`config.mk`:
```
export PLATFORM = sky130hd
export DESIGN_NAME = bsg_irq_axil_scheduler
export DESIGN_NICKNAME = d
export VERILOG_FILES = /design/src/rtl/bsg_irq_axil_pkg.sv /design/src/rtl/bsg_irq_rr_arb.sv /design/src/rtl/bsg_irq_axil_scheduler.sv
export SDC_FILE = /design/constraint.sdc
export NUM_CORES = 1
export LEC_CHECK = 0
export CORE_MARGIN = 4
export CORE_UTILIZATION = 32
export DETAILED_ROUTE_END_ITERATION = 8
export PLACE_DENSITY = 0.85
export SETUP_SLACK_MARGIN = 0.15
export SYNTH_ARGS = -nofsm -noshare
export SYNTH_HDL_FRONTEND = slang
export SYNTH_SLANG_ARGS = --single-unit
```
`constraint.sdc`:
```
create_clock -name clk_i -period 1.4 [get_ports clk_i]
set_clock_uncertainty 0.15 [all_clocks]
set_input_delay 0.28 -clock clk_i [delete_from_list [all_inputs] [get_ports clk_i]]
set_output_delay 0.28 -clock clk_i [all_outputs]
set_load 0.05 [all_outputs]
```
`src/rtl/bsg_irq_axil_pkg.sv`:
```
// ============================================================================
// Module      : bsg_irq_axil_pkg
// Description : Shared FSM state encoding and AXI response codes for the
//               interrupt-to-AXI-lite notification scheduler.
// Revision    : 1.0 - initial release
// ============================================================================
`default_nettype none

package bsg_irq_axil_pkg;

    typedef enum logic [1:0] {
        IDLE = 2'd0,
        SEND = 2'd1,
        RESP = 2'd2
    } state_e;

    localparam logic [1:0] OKAY   = 2'b00;
    localparam logic [1:0] SLVERR = 2'b10;

    function automatic int idx_width(input int n);
        return (n > 1) ? $clog2(n) : 1;
    endfunction

endpackage

`default_nettype wire

```
`src/rtl/bsg_irq_rr_arb.sv`:
```
// ============================================================================
// Module      : bsg_irq_rr_arb
// Description : Combinational round-robin arbiter; the search starts one past
//               the previous grant and wraps around.
// Revision    : 1.0 - initial release
// ============================================================================
`default_nettype none

module bsg_irq_rr_arb
    import bsg_irq_axil_pkg::*;
#(
    parameter int REQ_N = 2,
    parameter int IDX_W = 1
) (
    input  logic [REQ_N-1:0] i_req,
    input  logic [IDX_W-1:0] i_last,
    output logic             o_valid,
    output logic [IDX_W-1:0] o_grant
);

    // First pass covers indices above the last grant, second pass wraps to 0.
    always_comb begin
        o_valid = 1'b0;
        o_grant = '0;
        for (int j = 0; j < REQ_N; j++) begin
            if (!o_valid && i_req[j] && (j > int'(i_last))) begin
                o_valid = 1'b1;
                o_grant = IDX_W'(j);
            end
        end
        for (int j = 0; j < REQ_N; j++) begin
            if (!o_valid && i_req[j] && (j <= int'(i_last))) begin
                o_valid = 1'b1;
                o_grant = IDX_W'(j);
            end
        end
    end

endmodule

`default_nettype wire

```
`src/rtl/bsg_irq_axil_scheduler.sv`:
```
// ============================================================================
// Module      : bsg_irq_axil_scheduler
// Description : Turns rising interrupt edges into AXI-lite notification writes,
//               one outstanding at a time, round-robin across sources.
//               Optional BSG_IRQ_AXIL_SCHEDULER_RETRY_EN keeps a source pending
//               after an error response so it is re-sent.
// Revision    : 1.0 - initial release
// ============================================================================
`default_nettype none

module bsg_irq_axil_scheduler
    import bsg_irq_axil_pkg::*;
#(
    parameter int                           axil_data_width_p = 32,
    parameter int                           axil_addr_width_p = 32,
    parameter int                           irq_sources_p     = 2,
    parameter logic [axil_addr_width_p-1:0] irq_addr_p        = '0
) (
    input  logic                           clk_i,
    input  logic                           reset_n_i,
    input  logic [irq_sources_p-1:0]       irq_i,

    output logic [axil_addr_width_p-1:0]   m_axil_awaddr_o,
    output logic [2:0]                     m_axil_awprot_o,
    output logic                           m_axil_awvalid_o,
    input  logic                           m_axil_awready_i,

    output logic [axil_data_width_p-1:0]   m_axil_wdata_o,
    output logic [axil_data_width_p/8-1:0] m_axil_wstrb_o,
    output logic                           m_axil_wvalid_o,
    input  logic                           m_axil_wready_i,

    input  logic [1:0]                     m_axil_bresp_i,
    input  logic                           m_axil_bvalid_i,
    output logic                           m_axil_bready_o,

    output logic [irq_sources_p-1:0]       pending_o,
    output logic                           busy_o,
    output logic                           err_o
);

    localparam int IDX_W = idx_width(irq_sources_p);

    state_e                   r_state;
    state_e                   w_state_nxt;
    logic [irq_sources_p-1:0] r_irq;
    logic [irq_sources_p-1:0] r_pend;
    logic                     r_started;
    logic [IDX_W-1:0]         r_grant;
    logic [IDX_W-1:0]         r_last;
    logic                     r_aw_done;
    logic                     r_w_done;
    logic                     r_again;
    logic                     r_err;

    logic                     w_arb_v;
    logic [IDX_W-1:0]         w_arb_idx;
    logic                     w_arb_take;
    logic                     w_aw_done_nxt;
    logic                     w_w_done_nxt;
    logic                     w_b_fire;
    logic                     w_bad;
    logic                     w_retry_keep;
    logic [irq_sources_p-1:0] w_edge;
    logic [irq_sources_p-1:0] w_grant_oh;
    logic [irq_sources_p-1:0] w_clr;

    // r_started masks the first post-reset sample so lines already high at
    // release must fall and rise again before they count as edges.
    assign w_edge     = irq_i & ~r_irq & {irq_sources_p{r_started}};
    assign w_grant_oh = irq_sources_p'(1) << r_grant;
    assign w_bad      = (m_axil_bresp_i != OKAY);

`ifdef BSG_IRQ_AXIL_SCHEDULER_RETRY_EN
    assign w_retry_keep = w_bad;
`else
    assign w_retry_keep = 1'b0;
`endif

    // A re-edge on the source being served keeps its bit for one more write.
    assign w_clr = (w_b_fire && !r_again && !w_retry_keep) ? w_grant_oh : '0;

    bsg_irq_rr_arb #(
        .REQ_N (irq_sources_p),
        .IDX_W (IDX_W)
    ) u_arb (
        .i_req   (r_pend),
        .i_last  (r_last),
        .o_valid (w_arb_v),
        .o_grant (w_arb_idx)
    );

    always_comb begin
        w_state_nxt      = r_state;
        w_arb_take       = 1'b0;
        w_aw_done_nxt    = r_aw_done;
        w_w_done_nxt     = r_w_done;
        w_b_fire         = 1'b0;
        m_axil_awvalid_o = 1'b0;
        m_axil_wvalid_o  = 1'b0;
        m_axil_bready_o  = 1'b0;
        case (r_state)
            IDLE: begin
                if (w_arb_v) begin
                    w_arb_take    = 1'b1;
                    w_aw_done_nxt = 1'b0;
                    w_w_done_nxt  = 1'b0;
                    w_state_nxt   = SEND;
                end
            end
            SEND: begin
                m_axil_awvalid_o = !r_aw_done;
                m_axil_wvalid_o  = !r_w_done;
                w_aw_done_nxt    = r_aw_done | m_axil_awready_i;
                w_w_done_nxt     = r_w_done | m_axil_wready_i;
                if (w_aw_done_nxt && w_w_done_nxt) begin
                    w_state_nxt = RESP;
                end
            end
            RESP: begin
                m_axil_bready_o = 1'b1;
                if (m_axil_bvalid_i) begin
                    w_b_fire    = 1'b1;
                    w_state_nxt = IDLE;
                end
            end
            default: w_state_nxt = IDLE;
        endcase
    end

    always_ff @(posedge clk_i) begin
        if (!reset_n_i) begin
            r_state   <= IDLE;
            r_irq     <= '0;
            r_pend    <= '0;
            r_started <= 1'b0;
            r_grant   <= '0;
            r_last    <= IDX_W'(irq_sources_p - 1);
            r_aw_done <= 1'b0;
            r_w_done  <= 1'b0;
            r_again   <= 1'b0;
            r_err     <= 1'b0;
        end else begin
            r_state   <= w_state_nxt;
            r_irq     <= irq_i;
            r_started <= 1'b1;
            r_pend    <= (r_pend & ~w_clr) | w_edge;
            r_aw_done <= w_aw_done_nxt;
            r_w_done  <= w_w_done_nxt;
            r_err     <= w_b_fire && w_bad;
            if (w_arb_take) begin
                r_grant <= w_arb_idx;
                r_again <= 1'b0;
            end else if ((r_state != IDLE) && |(w_edge & w_grant_oh)) begin
                r_again <= 1'b1;
            end
            if (w_b_fire) begin
                r_last <= r_grant;
            end
        end
    end

    assign m_axil_awaddr_o = irq_addr_p + (axil_addr_width_p'(r_grant) << 2);
    assign m_axil_awprot_o = 3'b000;
    assign m_axil_wdata_o  = axil_data_width_p'(r_grant);
    assign m_axil_wstrb_o  = '1;
    assign pending_o       = r_pend;
    assign busy_o          = (r_state != IDLE);
    assign err_o           = r_err;

endmodule

`default_nettype wire

```
; Word level (Yosys, flattened, before mapping)
; Index checks and enable logic that the tools add are counted.
[op_classes]
bitwise = 10
reduce_logical = 21
mux = 21
magnitude_cmp = 2
shift = 1
n_eq_ne = 5
[op_table]
columns = operator, count
row1 = $mux W1, 14
row2 = $and A2 B2 Y2, 4
row3 = $logic_and A1 B1 Y1, 8
row4 = $mux W2, 4
row5 = $pmux W2 S3, 1
row6 = $reduce_bool A2 Y1, 3
row7 = $logic_not A1 Y1, 5
row8 = $ne A2 B2 Y1 const B, 2
row9 = $not A2 Y2, 2
row10 = $pmux W1 S2, 2
row11 = $reduce_or A2 Y1, 2
row12 = $reduce_and A3 Y1, 1
row13 = $eq A2 B1 Y1 const B, 1
row14 = $eq A2 B2 Y1 const B, 1
row15 = $logic_not A2 Y1, 1
row16 = $ne A2 B1 Y1 const B, 1
row17 = $or A1 B1 Y1, 2
row18 = $or A2 B2 Y2, 1
row19 = $reduce_and A2 Y1, 1
row20 = $shl A1 B1 Y2 const A, 1
row21 = $gt A1 B1 Y1 const A, 1
row22 = $le A1 B1 Y1 const A, 1
row23 = $not A1 Y1, 1
[totals]
ff_bits = 13
out_inout_bits = 78
in_bits = 9
wordCells = 70

; Longest topological paths before layout
[depth]
depth_word = 13
ltp_mapped = 4
mapped_depth_nobuf = 4

; Modules after synthesis
; From an unflattened synthesis, not the netlist that was laid out.
[unflattened]
hier_cells = 132
hier_area_um2 = 1081.0
[modules_own_cells]
columns = mod, n_inst, cells_per_inst, area_each_um2, seq_area_each_um2
row1 = bsg_irq_axil_scheduler, 1, 130, 1067.3, 260.2
row2 = bsg_irq_rr_arb, 1, 2, 13.8, 0.0

; Worst setup path after synthesis
; OpenSTA, ideal clock, no wires.
[synth_timing]
path_type = reg2out
start = register r_state[1]
end = output port m_axil_awvalid_o
required_time_ns = 0.970
t_arrival_ns = 1.108
path_slack_ns = -0.138
stages_incl_launch_ff = 3
path_cell_list = dfxtp_1 -> nand2b_1 -> nor2_1
[synth_via]
elab_chain_len = 2
[synth_rtl]
columns = element, line
row1 = "start, declared", bsg_irq_axil_scheduler.sv:44  ; state_e r_state;
row2 = "start signal, assigned", bsg_irq_axil_scheduler.sv:144  ; r_state <= w_state_nxt;
row3 = $eq A2 B1 Y1, bsg_irq_axil_scheduler.sv:102  ; case (r_state)
row4 = $mux W1, bsg_irq_axil_scheduler.sv:102
row5 = "end, declared", bsg_irq_axil_scheduler.sv:25  ; output logic m_axil_awvalid_o,
; Every way passes these cells.

; Final worst setup path
[layout_timing]
start = register r_state[1]
end = output port m_axil_wvalid_o
[layout_via]
elab_chain_len = 2
[layout_rtl]
columns = element, line
row1 = $eq A2 B1 Y1, bsg_irq_axil_scheduler.sv:102
row2 = $mux W1, bsg_irq_axil_scheduler.sv:102
row3 = "end, declared", bsg_irq_axil_scheduler.sv:30  ; output logic m_axil_wvalid_o,
; Every way passes these cells.

==> flow_metrics.py <==
metrics = {
    "placed_design": {
        "place.detailed.hpwl_um": 1500,
        "place.gp.congestion": 0.693,
        "place_ws_ps": -140,
        "port_buffers": 17,
        "dpl_cell_area_um2": 1140,
        "dpl.cell_count": 193,
    },
    "sta": {
        "post-route-min-period_ps": 1480,
        "drv_slew": 0,
        "rsz0062_at_grt": "yes",
        "timing.hold.ws_ps": 324,
        "hold_viol": 0,
        "finalCritPeriodShare_pct": 106,
        "fin_setup_tns_ps": -221,
        "fmax_ghz": 0.676,
        "finalWorstSetupSlack_ps": -78.8,
        "setup_viol": 4,
    },
    "yosys": {
        "synth_ff_type": "dfxtp_1",
        "synthTopCellsByArea": "buf_4 (50%), dfxtp_1 (25%), a21boi_0 (3.5%)",
        "synth_fa_ha_area_share_pct": 0,
        "synth_top_family_by_area": "buffers and inverters",
        "ys_warn_count": 0,
        "synth-xor-area-share_pct": 0,
        "yosysTopAreaCellShare_pct": 50.2,
        "syn_inst": 131,
        "synthArstFlopShare_pct": 0,
        "synth-seq-area-share_pct": 24.5,
        "yosys.area_share.simple_pct": 11.4,
        "synth_area_um2": 1060,
        "synth-seq-cells": 13,
        "synth_compound_area_share_pct": 11.9,
        "synth_edf_count": 0,
        "synthMuxAreaShare_pct": 0,
        "yosysTopAreaCell": "buf_4",
        "synth.avg_cell_area_um2": 8.10,
        "synth_cell_types": 24,
    },
    "pwr": {
        "p_sw_share_pct": 51.7,
        "switchingPower_mw": 0.722,
        "powerDensity_nw_per_um2": 1130,
        "power_mw": 1.40,
        "p_comb_share_pct": 52.9,
        "ir_drop_mv": 0.556,
        "p_leak_nw": 0.592,
        "seqPwrFrac_pct": 30.6,
        "clkPwrFrac_pct": 16.5,
        "p_int_mw": 0.674,
    },
    "grt": {
        "track_usage_pct": 7.18,
        "grt_pass1_vias": 548,
        "grt_pass1_wl_um": 2300,
        "antenna_found_initial": 0,
        "grt_max_degree": 10,
        "grt-ovfl-total": 0,
    },
    "route": {
        "drt_iter0_markers": 11,
        "route.detailed.drc": 0,
        "routed_wl_um": 1740,
        "viasPerCell": 3.44,
        "dr_total_vias": 685,
        "ant_nets": 0,
        "first_pass_iters": 4,
        "routedWlPerCell_um": 8.75,
    },
    "cts": {
        "clk_pin_slew_ps": 70,
        "clkSinkCount": 13,
        "clock_latency_ps": 280,
        "cts_tree": "built",
        "postCtsHoldBufs": 0,
        "numCtsBuffers": 3,
        "cts_htree_levels": 1,
        "clockBufferDepth": 2,
        "cts_root_buf": "clkbuf_4",
    },
    "final_layout": {
        "fin_area_um2": 1230,
        "diodes": 0,
        "final_layout_size_suffix_gt1_share_pct": 20.6,
        "layout_common_cells": "conb_1 (69), buf_12 (9), dfxtp_1 (8)",
        "final_common_cell": "conb_1",
        "stdcell_count": 199,
        "post-route-util_pct": 39.8,
        "syn_to_final_growth_pct": 16.4,
        "num-nets-final": 165,
    },
    "setup_path": {
        "cp-start-kind": "flop",
        "r2r_cells": 3,
        "cp_data_required_time_ps": 970,
        "worstSetupEndpointType": "primary output",
        "arrival_ps": 1050,
        "cp_max_fo": 5,
        "crit_type": "reg -> out",
    },
    "floorplan": {
        "io_pins": 87,
        "die_w_um": 65.6,
        "die_h_um": 65.6,
        "rows": 20,
        "dieArea_um2": 4300,
        "core_area_um2": 3100,
        "start_util_pct": 34.2,
    },
    "outcome": {
        "violations": "setup timing",
        "status": "finished with violations",
    },
    "worst_hold_path": {
        "min_path_type": "reg -> reg",
        "hold-path-cell-count": 2,
    },
    "job": {
        "maxCapViolations": 0,
    },
}
-- final cells by class --
cell class / instances / area (µm²)
Inverter: 2 / 7.51
Clock buffer: 4 / 26.3
Sequential cell: 13 / 279
Fill cell: 321 / 1870
Multi-Input combinational cell: 111 / 544
Timing Repair Buffer: 25 / 323
Tap cell: 44 / 55.1
-- cells by family after synthesis --
family,count (synthesis)
AND/OR/NAND/NOR,23
other,2
flip-flops,13
AO/OA/AOI/OAI,19
buffers and inverters,74
-- synth_stat cells (2+ instances only) --
master	n
nand3b_1	2
and2_1	2
a21oi_1	2
nand2_1	6
inv_1	2
a21boi_0	5
o31ai_1	2
conb_1	2
dfxtp_1	13
nor2_1	5
o21ai_0	4
nor2b_1	3
o211ai_1	2
buf_4	71
-- power by group through the flow --
stage | logic (mW) | registers (mW) | clock network, mW
2_1_floorplan | 0.699 | 0.436 | 0
3_3_place_gp | 0.709 | 0.431 | 0
3_5_place_dp | 0.712 | 0.431 | 0
4_1_cts | 0.732 | 0.426 | 0.238
5_1_grt | 0.768 | 0.433 | 0.252
6_report | 0.738 | 0.428 | 0.230
-- final timing paths --
| path | from | endpoint | slack [ps] |
|---|---|---|---|
| worst max-delay path | r_state[1] | m_axil_wvalid_o | -80 |
| worst min-delay path | r_started | pending_o[1] | 320 |
| worst max register to register | r_state[0] | pending_o[0] | 190 |
| worst min register to register | r_started | pending_o[1] | 320 |
-- state kept, by name (all words and copies together), names as in the netlist --
| register | count |
|---|---|
| r_again | 1 |
| r_started | 1 |
| r_state | 2 |
| r_w_done | 1 |
| err_o | 1 |
| r_grant | 1 |
| pending_o | 2 |
| r_aw_done | 1 |
| r_last | 1 |
| r_irq | 2 |
-- routing by layer --
| metal | up-vias | part of all wire, % | track usage (%) | routed length, µm |
|---|---|---|---|---|
| li1 | 329 | - | - | - |
| met1 | 300 | 35 | 7.88 | 604 |
| met2 | 53 | 50 | 11.6 | 863 |
| met3 | 3 | 14 | 2.56 | 243 |
| met4 | 0 | 1.7 | 4.66 | 30 |
| met5 | - | 0 | 0 | 0 |
-- worst max-delay path, stage by stage (launching register included) --
cell      delay (ps)
dfxtp_4          370
nand2b_4         160
nor2_4           100
buf_12           140
-- timing repair --
action	4_1_cts	5_1_grt
pin swaps	3	2
buffers inserted	1	1
gates resized for setup	14	4
endpoints found under the setup margin	9	12
Note: power is estimated with default switching activity, not from simulation.
